<file path="src/rtl/accum_buffer_ctrl.sv">
// Two-bank accumulation buffer sequencer: lane-wise read-modify-write
// over several passes, then bank swap and valid/ready drain of the tile.
module accum_buffer_ctrl #(
    parameter int LANES           = 4,
    parameter int LANE_WIDTH      = 16,
    parameter int DATA_WIDTH      = LANES * LANE_WIDTH,
    parameter int BANK_ADDR_WIDTH = 7,
    parameter int BANK_DEPTH      = 128
) (
    input  logic                       clk,
    input  logic                       rst,
    input  logic                       start,
    input  logic [BANK_ADDR_WIDTH:0]   cfg_words,
    input  logic [7:0]                 cfg_passes,
    output logic                       busy,
    output logic                       tile_done,
    input  logic                       psum_valid,
    output logic                       psum_ready,
    input  logic [DATA_WIDTH-1:0]      psum_data,
    output logic                       ren,
    output logic [BANK_ADDR_WIDTH-1:0] radr,
    input  logic [DATA_WIDTH-1:0]      rdata,
    output logic                       wen,
    output logic [BANK_ADDR_WIDTH-1:0] wadr,
    output logic [DATA_WIDTH-1:0]      wdata,
    output logic                       ren_wb,
    output logic [BANK_ADDR_WIDTH-1:0] radr_wb,
    input  logic [DATA_WIDTH-1:0]      rdata_wb,
    output logic                       switch_banks,
    output logic                       out_valid,
    input  logic                       out_ready,
    output logic [DATA_WIDTH-1:0]      out_data,
    output logic                       out_last
);
    localparam int AW = BANK_ADDR_WIDTH;
    localparam int CW = BANK_ADDR_WIDTH + 1;
    localparam int DW = DATA_WIDTH;

    typedef enum logic [1:0] {A_IDLE, A_RUN, A_WAIT_SW} a_state_t;
    typedef enum logic {D_IDLE, D_RUN} d_state_t;

    a_state_t a_state, a_next;
    d_state_t d_state, d_next;

    logic [CW-1:0] words_q;
    logic [7:0]    passes_q;
    logic [AW-1:0] addr_q;
    logic [7:0]    pass_q;

    logic          v_r, add_r, fwd_r;
    logic [AW-1:0] addr_r;
    logic [DW-1:0] psum_r, wdata_q, src, sum;

    logic accept, last_addr, last_pass, start_ok;

    assign accept    = psum_valid && psum_ready;
    assign last_addr = ({1'b0, addr_q} == words_q - CW'(1));
    assign last_pass = (pass_q == passes_q - 8'd1);
    assign start_ok  = (a_state == A_IDLE) && start &&
                       (cfg_words != '0) &&
                       (cfg_words <= CW'(BANK_DEPTH));

    assign busy = (a_state != A_IDLE);
    assign ren  = accept && (pass_q != 8'd0);
    assign radr = addr_q;
    assign wen  = v_r;
    assign wadr = addr_r;

    always_comb begin
        a_next       = a_state;
        psum_ready   = 1'b0;
        switch_banks = 1'b0;
        tile_done    = 1'b0;
        unique case (a_state)
            A_IDLE: if (start_ok) a_next = A_RUN;
            A_RUN: begin
                psum_ready = 1'b1;
                if (accept && last_addr && last_pass)
                    a_next = A_WAIT_SW;
            end
            A_WAIT_SW: begin
                // Hold the swap until the final write has landed
                if (d_state == D_IDLE && !v_r) begin
                    switch_banks = 1'b1;
                    tile_done    = 1'b1;
                    a_next       = A_IDLE;
                end
            end
            default: a_next = A_IDLE;
        endcase
    end

    // Same-address read behind a pending write takes the written word
    always_comb begin
        src = fwd_r ? wdata_q : rdata;
        sum = '0;
        for (int l = 0; l < LANES; l++)
            sum[l*LANE_WIDTH +: LANE_WIDTH] =
                src[l*LANE_WIDTH +: LANE_WIDTH] +
                psum_r[l*LANE_WIDTH +: LANE_WIDTH];
        wdata = add_r ? sum : psum_r;
    end

    always_ff @(posedge clk) begin
        if (rst) begin
            a_state  <= A_IDLE;
            words_q  <= '0;
            passes_q <= '0;
            addr_q   <= '0;
            pass_q   <= '0;
            v_r      <= 1'b0;
            add_r    <= 1'b0;
            fwd_r    <= 1'b0;
            addr_r   <= '0;
            psum_r   <= '0;
            wdata_q  <= '0;
        end else begin
            a_state <= a_next;
            v_r     <= accept;
            wdata_q <= wdata;
            fwd_r   <= ren && v_r && (addr_r == addr_q);
            if (start_ok) begin
                words_q  <= cfg_words;
                passes_q <= (cfg_passes == 8'd0) ? 8'd1 : cfg_passes;
                addr_q   <= '0;
                pass_q   <= '0;
            end
            if (accept) begin
                psum_r <= psum_data;
                addr_r <= addr_q;
                add_r  <= (pass_q != 8'd0);
                if (last_addr) begin
                    addr_q <= '0;
                    pass_q <= pass_q + 8'd1;
                end else begin
                    addr_q <= addr_q + AW'(1);
                end
            end
        end
    end

    logic [CW-1:0] dwords_q, rcnt;
    logic          infl_q, infl_last_q;
    logic [DW-1:0] fifo_data [2];
    logic [1:0]    fifo_last;
    logic          wp, rp, pop, push;
    logic [1:0]    cnt, occ;

    assign push      = infl_q;
    assign out_valid = (cnt != 2'd0);
    assign pop       = out_valid && out_ready;
    assign out_data  = fifo_data[rp];
    assign out_last  = out_valid && fifo_last[rp];
    assign occ       = cnt + 2'(infl_q) - 2'(pop);
    assign ren_wb    = (d_state == D_RUN) && (rcnt < dwords_q) &&
                       (occ < 2'd2);
    assign radr_wb   = rcnt[AW-1:0];

    always_comb begin
        d_next = d_state;
        unique case (d_state)
            D_IDLE: if (switch_banks) d_next = D_RUN;
            D_RUN:  if (pop && fifo_last[rp]) d_next = D_IDLE;
            default: d_next = D_IDLE;
        endcase
    end

    always_ff @(posedge clk) begin
        if (rst) begin
            d_state      <= D_IDLE;
            dwords_q     <= '0;
            rcnt         <= '0;
            infl_q       <= 1'b0;
            infl_last_q  <= 1'b0;
            fifo_data[0] <= '0;
            fifo_data[1] <= '0;
            fifo_last    <= '0;
            wp           <= 1'b0;
            rp           <= 1'b0;
            cnt          <= '0;
        end else begin
            d_state     <= d_next;
            infl_q      <= ren_wb;
            infl_last_q <= ren_wb && (rcnt == dwords_q - CW'(1));
            if (switch_banks) begin
                dwords_q <= words_q;
                rcnt     <= '0;
            end else if (ren_wb) begin
                rcnt <= rcnt + CW'(1);
            end
            if (push) begin
                fifo_data[wp] <= rdata_wb;
                fifo_last[wp] <= infl_last_q;
                wp            <= ~wp;
            end
            if (pop) rp <= ~rp;
            cnt <= cnt + 2'(push) - 2'(pop);
        end
    end
endmodule

</file>
<file path="config.mk">
export PLATFORM = sky130hd
export DESIGN_NAME = accum_buffer_ctrl
export DESIGN_NICKNAME = d
export VERILOG_FILES = /design/src/rtl/accum_buffer_ctrl.sv
export SDC_FILE = /design/constraint.sdc
export NUM_CORES = 1
export LEC_CHECK = 0
export ABC_CLOCK_PERIOD_IN_PS = 5200
export CELL_PAD_IN_SITES_DETAIL_PLACEMENT = 0
export CELL_PAD_IN_SITES_GLOBAL_PLACEMENT = 1
export CORE_MARGIN = 2
export CORE_UTILIZATION = 40
export CTS_CLUSTER_DIAMETER = 50
export CTS_CLUSTER_SIZE = 20
export DETAILED_ROUTE_END_ITERATION = 8
export PLACE_DENSITY_LB_ADDON = 0.05
export RECOVER_POWER = 100
export SLEW_MARGIN = 25
export SYNTH_ARGS = -nofsm -noshare
export SYNTH_HDL_FRONTEND = slang
export SYNTH_SLANG_ARGS = --single-unit
</file>
<file path="constraint.sdc">
create_clock -name clk -period 5.2 [get_ports clk]
set_clock_uncertainty 0.2 [all_clocks]
set_input_delay 1.04 -clock clk [delete_from_list [all_inputs] [get_ports clk]]
set_output_delay 1.04 -clock clk [all_outputs]
set_load 0.005 [all_outputs]
</file>
==> out/qor.yml <==
outcome:
  run_status: "finished, violations left"
  violations: "capacitance limit, slew limit"
setup_path:
  path_cells: "clkdlybuf4s50_1 > mux2_2 > ha_2 > fa_2 > a21o_1 > a21o_1 > buf_4 > a21oi_2 > o21ai_1 > xor2_1 > mux2_2 > clkdlybuf4s50_1"
  worstPathMaxFanout: 3
  slowest_stage: "clkdlybuf4s50_1"
  crit_required_ns: 3.96
  critPathLaunchType: "input pin"
  path_class: "in -> out"
  startpoint: "rdata[16]"
  crit_path_end_kind: "primary output"
  arrival_ns: 3.88
  reg2reg_from: "a_state[0]$_SDFFE_PP0P_"
  slowest_delay_ns: 0.45
  rr_worst_depth: 6
final_layout:
  design_area_um2: 24200
  final_cell_mix: "236 x clkdlybuf4s50_1, 223 x nand2_1, 195 x dfxtp_1"
  post-route-util: 0.559
  fin_nets: 2512
  layout_commonest_cell: "clkdlybuf4s50_1"
  nFillCells: 3905
  area_growth_pct: 37.3
  drive_gt1_frac: 0.175
  stdcell_count: 2844
route:
  drt_iter0_drc: 548
  wirelength_um: 50500
  antenna_left: 0
  avgViaCountPerCell: 5.08
  avgRoutedWirePerCell_um: 17.8
  drc: 0
  vias: 14400
  dr.pass1.iters: 5
sta:
  period_share: 0.985
  max_freq_mhz: 195
  relSlewSlack: -0.581
  tightest_slew_ns: 2.37
  final.setup.tns_ns: 0
  setup_viol: 0
  drv_slew: 347
  finalCriticalPeriod_ns: 5.12
  hold_violations: 0
clocking:
  clock_latency_ns: 0.57
  cts_made_buffers: 43
  clkTransAtPathRegs_ns: 0.06
  cts_hold_buf: 0
  cts_max_level: 2
  clock_sinks: 325
  root_buffer: "clkbuf_16"
  cts_buffer_depth: 3
  tritoncts: "done"
die:
  die-area_um2: 45700
  die_y_um: 214
  row_count: 76
  start_util: 0.407
  io_pins: 371
  coreArea_um2: 43300
  die_w_um: 214
worst_hold_path:
  holdPathStages: 2
  hold_path.class: "reg -> reg"
  hp-start: "infl_last_q$_SDFF_PP0_"
pwr:
  powerDensity_nw_per_um2: 282
  power.leakage_nw: 9.69
  power_w: 0.00681
  ir_worst_vdd_uv: 194
grt:
  grt.overflow.total: 0
  grt_pass1_vias: 14400
  grt-busiest-layer: "met2"
  grt_first_pass_wirelength_um: 77900
  grt_use_met3: 0.0637
  antenna_found_initial: 15
  use_met1: 0.271
  grt_usage: 0.217
  grt_max_degree: 81
  met2_usage: 0.358
synthesis:
  synth.cell_area_um2: 17600
  yosysUniqueCellTypes: 78
  ys_async_sr_fraction: 0
  synth_top_area_share: 0.224
  synth-edff-count: 128
  yosys_warnings: 0
  syn_nets: 2093
  ys_seq_area_frac: 0.442
  netlist_top_cells_area: "dfxtp_1 22%, edfxtp_1 22%, mux2_2 10%"
  postSynthCellCount: 1799
  ys.flop_type: "dfxtp_1"
  synth_seq_cells: 325
  synth_largest_area_cell: "dfxtp_1"
  avgSynthCellArea_um2: 9.79
place:
  gp_congestion: 0.872
  io_buffers: 370
  dp_cells: 2744
  placed_area_um2: 22400
  dp_hpwl_um: 36300
flow_run:
  maxCapViolations: 6
-- repair_timing --
action | 4_1_cts | 5_1_grt
cloned | 0 | 0
setup buffers | 9 | 5
endpoints found under the setup margin | 31 | 27
gates resized for setup | 55 | 44
pin swaps | 18 | 19
-- worst max-delay path, delay by kind of cell --
family | cells | cell delay [ns]
buffers and inverters | 3 | 1.01
xor gates and xnor gates | 1 | 0.14
AOI/OAI and AO/OA | 4 | 0.61
muxes | 2 | 0.55
adders and majority gates | 2 | 0.53
-- registers in the layout, indices dropped and copies added, names as in the netlist, named ones only --
| signal | cells |
|---|---|
| add_r | 1 |
| wen | 1 |
| a_state | 2 |
| infl_q | 1 |
| rp | 1 |
| d_state | 1 |
| wp | 1 |
| rcnt | 8 |
| psum_r | 64 |
| radr | 7 |
| dwords_q | 8 |
| wdata_q | 64 |
| fwd_r | 1 |
| passes_q | 8 |
| infl_last_q | 1 |
| wadr | 7 |
| words_q | 8 |
| pass_q | 8 |
| fifo_last | 2 |
| cnt | 2 |
| fifo_data | 128 |
-- logic make-up after synthesis --
kind of cell | count (synthesis) | synth area share
simple gates | 649 | 0.189
buf+inv | 145 | 0.0340
fa+ha+maj | 81 | 0.0593
flops | 325 | 0.442
xor+xnor | 83 | 0.0413
mux | 192 | 0.121
compound gates | 324 | 0.113
-- worst paths after layout --
path                                                   to  slack, ns
worst min register to register  fifo_last[1]$_SDFFE_PP0P_       0.26
worst max-delay path                            wdata[24]       0.08
worst min-delay path            fifo_last[1]$_SDFFE_PP0P_       0.26
worst max register to register       pass_q[7]$_SDFF_PP0_       1.40
-- through the flow --
stage / hold WS (ns) / worst slack, ns
floorplan: 0.225 / 0.627
global placement: 0.253 / -0.590
detailed placement: 0.248 / -0.651
CTS: 0.266 / 0.00146
global route: 0.292 / -0.00278
finish: 0.261 / 0.0792
-- per-layer routing --
metal  vias to the layer above  part of all wire
met3                        92             0.076
li1                       7206                 -
met5                         -            0.0022
met2                       324              0.47
met1                      6808              0.43
met4                        16             0.027
-- power by group --
group | total (W) | internal [W] | leakage (nW) | switching [W]
logic | 0.000948 | 0.000533 | 6.04 | 0.000415
registers | 0.00276 | 0.00272 | 2.92 | 0.0000460
clock network | 0.00310 | 0.00186 | 0.735 | 0.00125
total | 0.00681 | 0.00511 | 9.69 | 0.00171
-- area by class of cell --
type	instances	area [µm²]	share of cell area
multi-input combinational	1329	9500	0.393
sequential	325	7790	0.322
timing repair buffer	476	4460	0.185
clock buffer	51	1210	0.0500
tap	585	732	0.0303
clock inverter	28	304	0.0126
inverter	43	161	0.00668
antenna	7	17.5	0.000725
-- cells in the mapped netlist, types with 13 or more instances --
cell type	instances
nand2_1	223
dfxtp_1	197
mux2_2	163
a21oi_1	149
and2_1	132
edfxtp_1	128
nor2_1	85
ha_1	77
nor2b_1	72
clkbuf_1	71
xnor2_1	52
o21ai_0	50
inv_1	42
xor2_1	31
mux2i_1	29
nand3_1	27
a21o_1	23
nor3_1	20
a211oi_1	17
buf_1	13
Power figures use the tool's default switching activity.
